--- src/rtl/sdram_req_pkg.sv ---
// Shared types for the SDRAM request queue: the buffered request entry,
// the issue-FSM state encoding and the controller read-data width.
package sdram_req_pkg;
  localparam int REQ_ADDR_WIDTH = 25;
  localparam int REQ_DATA_WIDTH = 16;
  localparam int CTRL_Q_WIDTH   = 32;

  typedef struct packed {
    logic                      we;
    logic [REQ_ADDR_WIDTH-1:0] addr;
    logic [REQ_DATA_WIDTH-1:0] data;
    logic [1:0]                byte_en;
  } sdram_req_t;

  typedef enum logic [1:0] {
    ST_IDLE      = 2'd0,
    ST_ISSUE     = 2'd1,
    ST_GUARD     = 2'd2,
    ST_WAIT_DONE = 2'd3
  } req_state_e;
endpackage

--- src/rtl/sdram_req_queue_if.sv ---
// Client request/response and controller port-0 signals of the request queue.
// Client handshake: a request transfers on a clock edge with req_valid && req_ready;
// req_valid and its payload must stay stable until that edge, req_ready never depends on req_valid.
interface sdram_req_queue_if
  import sdram_req_pkg::*;
#(
  parameter int ADDR_WIDTH = 25,
  parameter int DATA_WIDTH = 16
);
  logic                    req_valid;
  logic                    req_ready;
  logic                    req_we;
  logic [ADDR_WIDTH-1:0]   req_addr;
  logic [DATA_WIDTH-1:0]   req_data;
  logic [1:0]              req_byte_en;
  logic                    resp_valid;
  logic [CTRL_Q_WIDTH-1:0] resp_data;
  logic                    busy;
  logic                    ctrl_init_complete;
  logic                    ctrl_ready;
  logic [CTRL_Q_WIDTH-1:0] ctrl_q;
  logic [ADDR_WIDTH-1:0]   ctrl_addr;
  logic [DATA_WIDTH-1:0]   ctrl_data;
  logic [1:0]              ctrl_byte_en;
  logic                    ctrl_wr_req;
  logic                    ctrl_rd_req;

  // Client and controller side together (drives requests and controller status).
  modport master (
    output req_valid, req_we, req_addr, req_data, req_byte_en,
    output ctrl_init_complete, ctrl_ready, ctrl_q,
    input  req_ready, resp_valid, resp_data, busy,
    input  ctrl_addr, ctrl_data, ctrl_byte_en, ctrl_wr_req, ctrl_rd_req
  );

  modport slave (
    input  req_valid, req_we, req_addr, req_data, req_byte_en,
    input  ctrl_init_complete, ctrl_ready, ctrl_q,
    output req_ready, resp_valid, resp_data, busy,
    output ctrl_addr, ctrl_data, ctrl_byte_en, ctrl_wr_req, ctrl_rd_req
  );
endinterface

--- src/rtl/sdram_req_fifo.sv ---
// Show-ahead synchronous FIFO of request entries; the head is valid whenever empty is low.
module sdram_req_fifo
  import sdram_req_pkg::*;
#(
  parameter int DEPTH = 4
) (
  input  logic                         clk,
  input  logic                         reset_n,
  input  logic                         push,
  input  logic                         pop,
  input  sdram_req_t                   push_data,
  output sdram_req_t                   head,
  output logic                         full,
  output logic                         empty,
  output logic [$clog2(DEPTH+1)-1:0]   count
);
  localparam int PTR_W = $clog2(DEPTH);
  localparam int CNT_W = $clog2(DEPTH+1);

  sdram_req_t       mem [DEPTH];
  logic [PTR_W-1:0] wr_ptr;
  logic [PTR_W-1:0] rd_ptr;

  // Pointers wrap naturally because DEPTH is a power of two.
  always_ff @(posedge clk or negedge reset_n) begin
    if (!reset_n) begin
      wr_ptr <= '0;
      rd_ptr <= '0;
      count  <= '0;
    end else begin
      if (push) wr_ptr <= wr_ptr + PTR_W'(1);
      if (pop)  rd_ptr <= rd_ptr + PTR_W'(1);
      case ({push, pop})
        2'b10:   count <= count + CNT_W'(1);
        2'b01:   count <= count - CNT_W'(1);
        default: count <= count;
      endcase
    end
  end

  always_ff @(posedge clk) begin
    if (push) mem[wr_ptr] <= push_data;
  end

  assign head  = mem[rd_ptr];
  assign full  = (count == CNT_W'(DEPTH));
  assign empty = (count == '0);
endmodule

--- src/rtl/sdram_req_queue.sv ---
// Buffers client requests and issues them one at a time to the SDRAM controller's
// single-cycle request pulses, returning read data as a one-cycle response strobe.
module sdram_req_queue
  import sdram_req_pkg::*;
#(
  parameter int ADDR_WIDTH = 25,
  parameter int DATA_WIDTH = 16,
  parameter int DEPTH      = 4
) (
  input  logic              clk,
  input  logic              reset_n,
  sdram_req_queue_if.slave  bus,
  output logic [1:0]        dbg_state
);
  localparam logic [1:0] IDLE      = 2'(ST_IDLE);
  localparam logic [1:0] ISSUE     = 2'(ST_ISSUE);
  localparam logic [1:0] GUARD     = 2'(ST_GUARD);
  localparam logic [1:0] WAIT_DONE = 2'(ST_WAIT_DONE);

  logic [1:0]                 state;
  sdram_req_t                 push_entry;
  sdram_req_t                 head;
  logic                       full;
  logic                       empty;
  logic [$clog2(DEPTH+1)-1:0] count;
  logic                       push;
  logic                       issue;
  logic                       rd_pending;
  logic [ADDR_WIDTH-1:0]      addr_q;
  logic [DATA_WIDTH-1:0]      data_q;
  logic [1:0]                 byte_en_q;
  logic                       wr_req_q;
  logic                       rd_req_q;
  logic                       resp_valid_q;
  logic [CTRL_Q_WIDTH-1:0]    resp_data_q;

  assign push  = bus.req_valid && !full;
  assign issue = (state == IDLE) && !empty && bus.ctrl_init_complete && bus.ctrl_ready;

  always_comb begin
    push_entry         = '0;
    push_entry.we      = bus.req_we;
    push_entry.addr    = REQ_ADDR_WIDTH'(bus.req_addr);
    push_entry.data    = REQ_DATA_WIDTH'(bus.req_data);
    push_entry.byte_en = bus.req_byte_en;
  end

  sdram_req_fifo #(.DEPTH(DEPTH)) u_fifo (
    .clk       (clk),
    .reset_n   (reset_n),
    .push      (push),
    .pop       (issue),
    .push_data (push_entry),
    .head      (head),
    .full      (full),
    .empty     (empty),
    .count     (count)
  );

  // GUARD exists because the controller drops p0_ready one cycle late; ready is
  // only trusted again from WAIT_DONE onwards.
  always_ff @(posedge clk or negedge reset_n) begin
    if (!reset_n) begin
      state        <= IDLE;
      addr_q       <= '0;
      data_q       <= '0;
      byte_en_q    <= '0;
      wr_req_q     <= 1'b0;
      rd_req_q     <= 1'b0;
      rd_pending   <= 1'b0;
      resp_valid_q <= 1'b0;
      resp_data_q  <= '0;
    end else begin
      resp_valid_q <= 1'b0;
      case (state)
        IDLE: begin
          if (issue) begin
            state      <= ISSUE;
            addr_q     <= ADDR_WIDTH'(head.addr);
            data_q     <= head.we ? DATA_WIDTH'(head.data) : '0;
            byte_en_q  <= head.byte_en;
            wr_req_q   <= head.we;
            rd_req_q   <= !head.we;
            rd_pending <= !head.we;
          end
        end
        ISSUE: begin
          state    <= GUARD;
          wr_req_q <= 1'b0;
          rd_req_q <= 1'b0;
        end
        GUARD: state <= WAIT_DONE;
        default: begin
          if (bus.ctrl_ready) begin
            state      <= IDLE;
            rd_pending <= 1'b0;
            if (rd_pending) begin
              resp_valid_q <= 1'b1;
              resp_data_q  <= bus.ctrl_q;
            end
          end
        end
      endcase
    end
  end

  assign bus.req_ready    = !full;
  assign bus.busy         = (count != '0) || (state != IDLE);
  assign bus.resp_valid   = resp_valid_q;
  assign bus.resp_data    = resp_data_q;
  assign bus.ctrl_addr    = addr_q;
  assign bus.ctrl_data    = data_q;
  assign bus.ctrl_byte_en = byte_en_q;
  assign bus.ctrl_wr_req  = wr_req_q;
  assign bus.ctrl_rd_req  = rd_req_q;
  assign dbg_state        = state;
endmodule

--- src/flat_wrapper.sv ---
// flat-port wrapper written by rule: the top's interface ports become plain ports
module sdram_req_queue_flat import sdram_req_pkg::*;
#(
  parameter int ADDR_WIDTH = 25,
  parameter int DATA_WIDTH = 16,
  parameter int DEPTH      = 4
)
  (clk, reset_n, dbg_state, bus_req_valid, bus_req_we, bus_req_addr, bus_req_data, bus_req_byte_en, bus_ctrl_init_complete, bus_ctrl_ready, bus_ctrl_q, bus_req_ready, bus_resp_valid, bus_resp_data, bus_busy, bus_ctrl_addr, bus_ctrl_data, bus_ctrl_byte_en, bus_ctrl_wr_req, bus_ctrl_rd_req);
  sdram_req_queue_if #(.ADDR_WIDTH(ADDR_WIDTH), .DATA_WIDTH(DATA_WIDTH)) bus_i ();
  input  logic clk;
  input  logic reset_n;
  output logic [1:0] dbg_state;
  input wire logic [$bits(bus_i.req_valid)-1:0] bus_req_valid;
  input wire logic [$bits(bus_i.req_we)-1:0] bus_req_we;
  input wire logic [$bits(bus_i.req_addr)-1:0] bus_req_addr;
  input wire logic [$bits(bus_i.req_data)-1:0] bus_req_data;
  input wire logic [$bits(bus_i.req_byte_en)-1:0] bus_req_byte_en;
  input wire logic [$bits(bus_i.ctrl_init_complete)-1:0] bus_ctrl_init_complete;
  input wire logic [$bits(bus_i.ctrl_ready)-1:0] bus_ctrl_ready;
  input wire logic [$bits(bus_i.ctrl_q)-1:0] bus_ctrl_q;
  output wire logic [$bits(bus_i.req_ready)-1:0] bus_req_ready;
  output wire logic [$bits(bus_i.resp_valid)-1:0] bus_resp_valid;
  output wire logic [$bits(bus_i.resp_data)-1:0] bus_resp_data;
  output wire logic [$bits(bus_i.busy)-1:0] bus_busy;
  output wire logic [$bits(bus_i.ctrl_addr)-1:0] bus_ctrl_addr;
  output wire logic [$bits(bus_i.ctrl_data)-1:0] bus_ctrl_data;
  output wire logic [$bits(bus_i.ctrl_byte_en)-1:0] bus_ctrl_byte_en;
  output wire logic [$bits(bus_i.ctrl_wr_req)-1:0] bus_ctrl_wr_req;
  output wire logic [$bits(bus_i.ctrl_rd_req)-1:0] bus_ctrl_rd_req;
  assign bus_i.req_valid = bus_req_valid;
  assign bus_i.req_we = bus_req_we;
  assign bus_i.req_addr = bus_req_addr;
  assign bus_i.req_data = bus_req_data;
  assign bus_i.req_byte_en = bus_req_byte_en;
  assign bus_i.ctrl_init_complete = bus_ctrl_init_complete;
  assign bus_i.ctrl_ready = bus_ctrl_ready;
  assign bus_i.ctrl_q = bus_ctrl_q;
  assign bus_req_ready = bus_i.req_ready;
  assign bus_resp_valid = bus_i.resp_valid;
  assign bus_resp_data = bus_i.resp_data;
  assign bus_busy = bus_i.busy;
  assign bus_ctrl_addr = bus_i.ctrl_addr;
  assign bus_ctrl_data = bus_i.ctrl_data;
  assign bus_ctrl_byte_en = bus_i.ctrl_byte_en;
  assign bus_ctrl_wr_req = bus_i.ctrl_wr_req;
  assign bus_ctrl_rd_req = bus_i.ctrl_rd_req;
  sdram_req_queue #(.ADDR_WIDTH(ADDR_WIDTH), .DATA_WIDTH(DATA_WIDTH), .DEPTH(DEPTH)) u_core (.clk(clk), .reset_n(reset_n), .bus(bus_i), .dbg_state(dbg_state));
endmodule
--- config.mk ---
export PLATFORM = sky130hd
export DESIGN_NAME = sdram_req_queue_flat
export DESIGN_NICKNAME = d
export VERILOG_FILES = /design/src/rtl/sdram_req_pkg.sv /design/src/rtl/sdram_req_queue_if.sv /design/src/rtl/sdram_req_fifo.sv /design/src/rtl/sdram_req_queue.sv /design/src/flat_wrapper.sv
export SDC_FILE = /design/constraint.sdc
export NUM_CORES = 1
export LEC_CHECK = 0
export ABC_AREA = 1
export CAP_MARGIN = 20
export CORE_MARGIN = 5
export CORE_UTILIZATION = 49
export DETAILED_ROUTE_END_ITERATION = 16
export GPL_TIMING_DRIVEN = 0
export MAX_ROUTING_LAYER = met4
export PLACE_DENSITY = 0.75
export SLEW_MARGIN = 40
export SYNTH_ARGS = -nofsm -noshare
export SYNTH_HDL_FRONTEND = slang
export SYNTH_HIERARCHICAL = 1
export SYNTH_SLANG_ARGS = --single-unit
export TNS_END_PERCENT = 50
--- constraint.sdc ---
create_clock -name clk -period 2.05 [get_ports clk]
set_input_delay 0.3075 -clock clk [delete_from_list [all_inputs] [get_ports clk]]
set_output_delay 0.3075 -clock clk [all_outputs]
set_load 0.05 [all_outputs]
---- Word-level counts from Yosys, hierarchy flattened ----
Memories as Yosys holds them, arrays and structs flattened.
Index checks and enable logic that the tools add are counted.
storage, ports and cells
  register bits after elaboration ......... 88
  latch bits .............................. 0
  memory bits (writable) .................. 176
  bits in read-only memories .............. 0
  input bits .............................. 81
  output and inout bits ................... 82
  logic and storage cells ................. 64
  memories ................................ 1
cells by class
  add/subtract/negate cells ............... 4
  multiply operators ...................... 0
  div/mod/pow operators ................... 0
  order comparisons ....................... 0
  eq/ne operators ......................... 6
  shifts and indexed selects .............. 0
  muxes and demuxes ....................... 16
  bitwise operators ....................... 2
  reductions and logical operators ........ 23
memories
  memory             depth  width  read ports  clocked after memory_dff  wr ports  RTL line              text
  u_core.u_fifo.mem  4      44     1           0                         1         sdram_req_fifo.sv:20  sdram_req_t mem [DEPTH];
operators with widths
  kind                                                                 count
  16-bit 2-to-1 mux                                                    1
  1-bit 2-to-1 mux                                                     8
  2-bit nonzero test                                                   4
  1-bit case mux with 2 select lines                                   3
  2-bit case mux with 3 select lines                                   1
  3-bit case mux with 2 select lines                                   1
  2-bit AND reduction                                                  3
  3-bit AND reduction                                                  2
  2-bit by 1-bit adder with 2-bit output (second input constant)       2
  2-bit by 1-bit == test with 1-bit output (second input constant)     2
  2-bit == test (second input constant)                                2
  1-bit logical AND                                                    4
  2-bit 2-to-1 mux                                                     2
  4-bit nonzero test                                                   1
  3-bit by 1-bit adder with 3-bit output (second input constant)       1
  3-bit == test (second input constant)                                1
  1-bit zero test                                                      3
  3-bit zero test                                                      1
  3-bit nonzero test                                                   1
  3-bit OR reduction                                                   1
  3-bit by 1-bit subtractor with 3-bit output (second input constant)  1
  2-bit zero test                                                      1
  2-bit != test (second input constant)                                1
  1-bit inverter                                                       2
  2 further kinds                                                      2

---- Longest topological paths before layout ----
  depth in word-level cells ............... 7
  gate-level depth with buffers ........... 15
  mapped depth without buffers ............ 14

---- Modules after synthesis ----
Netlist, hierarchy kept.
modules (own cells, without submodules)
  module           instances  cells each  area each (um^2)  seq. area each (um^2)
  sdram_req_fifo   1          562         7,487.2           5,460.2
  sdram_req_queue  1          366         3,208.1           2,026.9

---- Least setup slack after synthesis ----
OpenSTA, ideal clock, no wires.
  kind .................................... reg2reg
  from .................................... register u_core.state[0] (netlist: u_core/dbg_state[0])
  to ...................................... register u_core.u_fifo.count[2]
  library setup time ...................... 0.117 ns
  arrival time ............................ 2.259 ns
  required time ........................... 1.933 ns
  slack ................................... -0.326 ns
  stages on the path, launching flop included .. 15
  path buffers ............................ 1
  period minus slack after synthesis ...... 2.376 ns
  cells stage by stage .................... dfrtp_1 > inv_1 > ha_1 > inv_2 > nor2_2 > nand2_1 > inv_1 > buf_2 > ha_1 > inv_1 > fa_1 > nand2_1 > nand3_1 > nand2_1 > nand2_1
between the ends
  word-level cells in the longest chain between the ends .. 6
  elaborated cells on any way between the ends .. 8
  classes of those cells .................. eq/ne (2); mux (1); reduce/logical (5)
ends and longest elaborated chain
  item                                                                       RTL line               text
  start: declaration                                                         sdram_req_queue.sv:20  logic [1:0] state;
  start signal: assignment                                                   sdram_req_queue.sv:64  state <= IDLE;
  start signal: assignment                                                   sdram_req_queue.sv:78  state <= ISSUE;
  start signal: assignment                                                   sdram_req_queue.sv:88  state <= GUARD;
  2-bit zero test *                                                          sdram_req_queue.sv:38  assign issue = (state == IDLE) && !empty && bus.ctrl_init_complete && bus.ctrl_ready;
  1-bit logical AND * (3 in a row)                                           sdram_req_queue.sv:38
  named net u_core.issue                                                     sdram_req_queue.sv:27  logic issue;
  2-bit by 1-bit == test with 1-bit output or 2-bit == test (tied branches)  sdram_req_fifo.sv:33   case ({push, pop})
  3-bit case mux with 2 select lines or 2-bit nonzero test (tied branches)   n/a
  end signal: assignment                                                     sdram_req_fifo.sv:34   2'b10: count <= count + CNT_W'(1);
  end signal: assignment                                                     sdram_req_fifo.sv:35   2'b01: count <= count - CNT_W'(1);
  end signal: assignment                                                     sdram_req_fifo.sv:36   default: count <= count;
  end: declaration                                                           sdram_req_fifo.sv:15   output logic [$clog2(DEPTH+1)-1:0] count
Mark *: on every way through the listed nets, which the timed path passes. The rest lies on a longest branch.
A chain may end at the register's enable or synchronous reset.

---- Final worst setup path ----
Same ends and word-level chain as after synthesis.

==> summary.md <==
| Metric | Value |
|---|---|
| Status | finished clean |
| Crit path capture type | flip-flop |
| Final wirelength | between 20 and 25 mm |
| Overflow after GRT | 0 |
| RSZ-0062 raised after global routing | yes |
| Post-layout min period | between 2 and 2.5 ns |
| PD cells | ~1600 mW/mm^2 |
| Hold WC Path Type | in -> async |
| Gpl congestion | a little under 0.8 |
| Initial DRC Count | roughly 360 |
| Post-synthesis sequential area ratio | between 70% and 80% |
| DRC | 0 |
| Post-DP HPWL | 16.5 mm |
| Final Skew | 0.00703 ns |
| Placed Cells | 1377 |
| CP Class | reg -> reg |
| EDFF count, synth | 176 |
| Num CTS Buffers | 26 |
| Netlist cell types | 27 |
| Initial Util | 49.3% |
| Mapped cell area | between 0.01 and 0.015 mm^2 |
| Fin util | roughly 64% |
| Fin area | 0.0139 mm^2 |
| Non-filler cells in the finished layout | 1433 |
| Area grow syn2layout | 30.4% |
| Post-DP Area | 0.0129 mm^2 |
| Root buf cell | clkbuf_16 |
| IO Count | 163 |
| Drt pass-1 iters | 5 |
| Die width | approximately 160 um |
| Final #Nets | 1222 |
| Tightest Pin Transition | 0.581 ns |
| Final Hold Vio Count | 0 |
| Worst Path Required | 2.46 ns |
| MaxCap Viol Count | 0 |
| Most used DFF post-synth | edfxtp_1 |
| # clock sinks | 264 |
| Largest net degree at the start of global routing | 52 |
| CTS Buffer Depth | 3 |
| Syn nets | 1019 |
| Largest vdd supply drop | 0.816 mV |
| # port buffers | 162 |
| LEAKAGE | around 0.0063 uW |
| DIE HEIGHT | 158 um |
| Most frequent cells in the layout | 382 x nand2_1, 176 x edfxtp_1, 136 x clkdlybuf4s50_1 |
| Fmax | 492 MHz |
| Worst-path fanout max | 5 |
| Yosys warns | 6 |
| Mapped Avg Cell Area | 11.5 um^2 |
| Clock slew seen by the registers of the worst setup and hold paths | 0.06 ns |
| Max-slew violation count | 0 |
| CTS H-tree depth | 1 |
| Worst skew pair latency | ~0.52 ns |
| Final setup fails | 0 |
| Via count of the routed design | 7125 |
| Site row count | 54 |
| Core Region | 0.0217 mm^2 |
| WL/cell | 16.8 um |
| Crit share post-route | just under 100% |
| Share of cells above drive strength 1 | 11.3% |
| Commonest non-fill, non-tap cell in the layout | nand2_1 |
| Overall power | 22100 uW |
| Async S/R FF share, synth | 33.3% |
| Die area | 0.0249 mm^2 |
| Max-slew headroom | 61.2% |
| Post-Syn Instances | 928 |
| Startpoint Class | flip-flop |
| Yosys reg bits | 264 |
| First-pass GRT wire length | 37.6 mm |
| DR vias/cell | 4.97 |
| Initial antenna violation count | 1 |
| CTS tree | yes |
| Vias in the first global route | 7215 |
| Post-route ant nets | 0 |
| CP arrival | 2.45 ns |
| Global-route usage over all layers | between 10% and 20% |
worst paths after layout:
path                                               from                  endpoint  slack, ns  cells past startpoint
worst max-delay path                u_core/dbg_state[0]    u_core/u_fifo/count[2]       0.02                     14
worst min-delay path                            reset_n    u_core/u_fifo/count[1]       0.29                      2
worst max register to register      u_core/dbg_state[0]    u_core/u_fifo/count[2]       0.02                     14
worst min register to register  u_core/bus.ctrl_addr[2]   u_core/bus.ctrl_addr[2]       0.47                      2
max in group asynchronous                       reset_n  u_core/bus.ctrl_addr[15]       1.17                      3
min in group clk                         bus_ctrl_q[23]  u_core/bus.resp_data[23]       0.32                      3
metal layers:
metal,vias up,GRT usage (%),share of wire [%]
li1,3463,-,-
met4,0,4.59,1.1
met1,3394,24.2,41
met2,242,33.8,50
met5,-,-,0
met3,26,4.43,8.5
state kept, by name (all words and copies together), names as in the netlist:
name / flops
u_core/rd_pending: 1
u_core/bus.ctrl_addr: 25
u_core/bus.ctrl_data: 16
u_core/bus.resp_valid: 1
u_core/u_fifo/mem: 176
u_core/bus.ctrl_wr_req: 1
u_core/bus.ctrl_byte_en: 2
u_core/dbg_state: 2
u_core/u_fifo/count: 3
u_core/bus.resp_data: 32
u_core/u_fifo/wr_ptr: 2
u_core/u_fifo/rd_ptr: 2
u_core/bus.ctrl_rd_req: 1
stage by stage:
step                hold slack, ns  setup slack (ns)  setup TNS (ns)
detailed placement           0.255            -0.287          -20.46
global placement             0.460             -3.05         -393.85
floorplan                   0.0119            -0.122          -10.79
CTS                          0.289           -0.0328         -0.0328
finish                       0.290            0.0161               0
global route                 0.318            -0.130          -0.156
cells by family (layout without fill, tap and decap cells):
group | count (synthesis) | count (layout) | synth area share, %
DFF | 264 | 264 | 70.0
adders and majority gates | 10 | 10 | 1.24
other | 0 | 2 | 0
and+or+nand+nor | 398 | 398 | 14.3
AOI/OAI and AO/OA | 94 | 94 | 6.95
xor gates and xnor gates | 4 | 4 | 0.328
buffers and inverters | 158 | 381 | 7.16
final cells by class:
| class | instances | area, um^2 |
|---|---|---|
| antenna | 2 | 5.00 |
| multi-input combinational | 506 | 2470 |
| buffer | 44 | 348 |
| sequential | 264 | 7490 |
| tap | 280 | 350 |
| fill | 1602 | 7740 |
| timing repair buffer | 176 | 1890 |
| inverter | 113 | 439 |
| clock buffer | 31 | 701 |
| clock inverter | 17 | 259 |
Yosys cell counts, types with 2 or more instances:
| cell type | count | area [um^2] |
|---|---|---|
| o21ai_0 | 2 | 10.0 |
| o211ai_2 | 9 | 113 |
| inv_2 | 2 | 7.51 |
| nor2_1 | 2 | 7.51 |
| ha_1 | 9 | 113 |
| nor3_1 | 3 | 15.0 |
| nand3_1 | 5 | 25.0 |
| dfrtp_1 | 88 | 2200 |
| buf_6 | 15 | 169 |
| buf_4 | 3 | 22.5 |
| inv_1 | 111 | 417 |
| edfxtp_1 | 176 | 5290 |
| buf_8 | 2 | 30.0 |
| o211ai_1 | 81 | 608 |
| buf_2 | 21 | 105 |
| nand2_1 | 383 | 1440 |
| clkbuf_1 | 4 | 15.0 |
| xor2_1 | 3 | 26.3 |
power by group:
part / switching [uW] / internal (uW)
clock network: 2000 / 3220
registers: 569 / 7210
logic: 6000 / 3110
critical path, stage by stage (launching register included):
cell and delay (ns):
dfrtp_2 0.43, inv_2 0.09, ha_4 0.16, inv_4 0.04, nor2_2 0.08, nand2_2 0.08, inv_2 0.07, buf_8 0.09
ha_1 0.14, inv_1 0.07, fa_1 0.38, nand2_1 0.10, nand3_1 0.08, nand2_1 0.06, nand2_1 0.04
timing repair:
item	4_1_cts	5_1_grt
buffers inserted	5	1
hold buffers	1	0
gates cloned	0	0
gates resized for setup	13	22
hold endpoints to repair	37	0
setup endpoints to repair	63	74
pin swaps	2	0
Note: power is estimated with default switching activity, not from simulation.
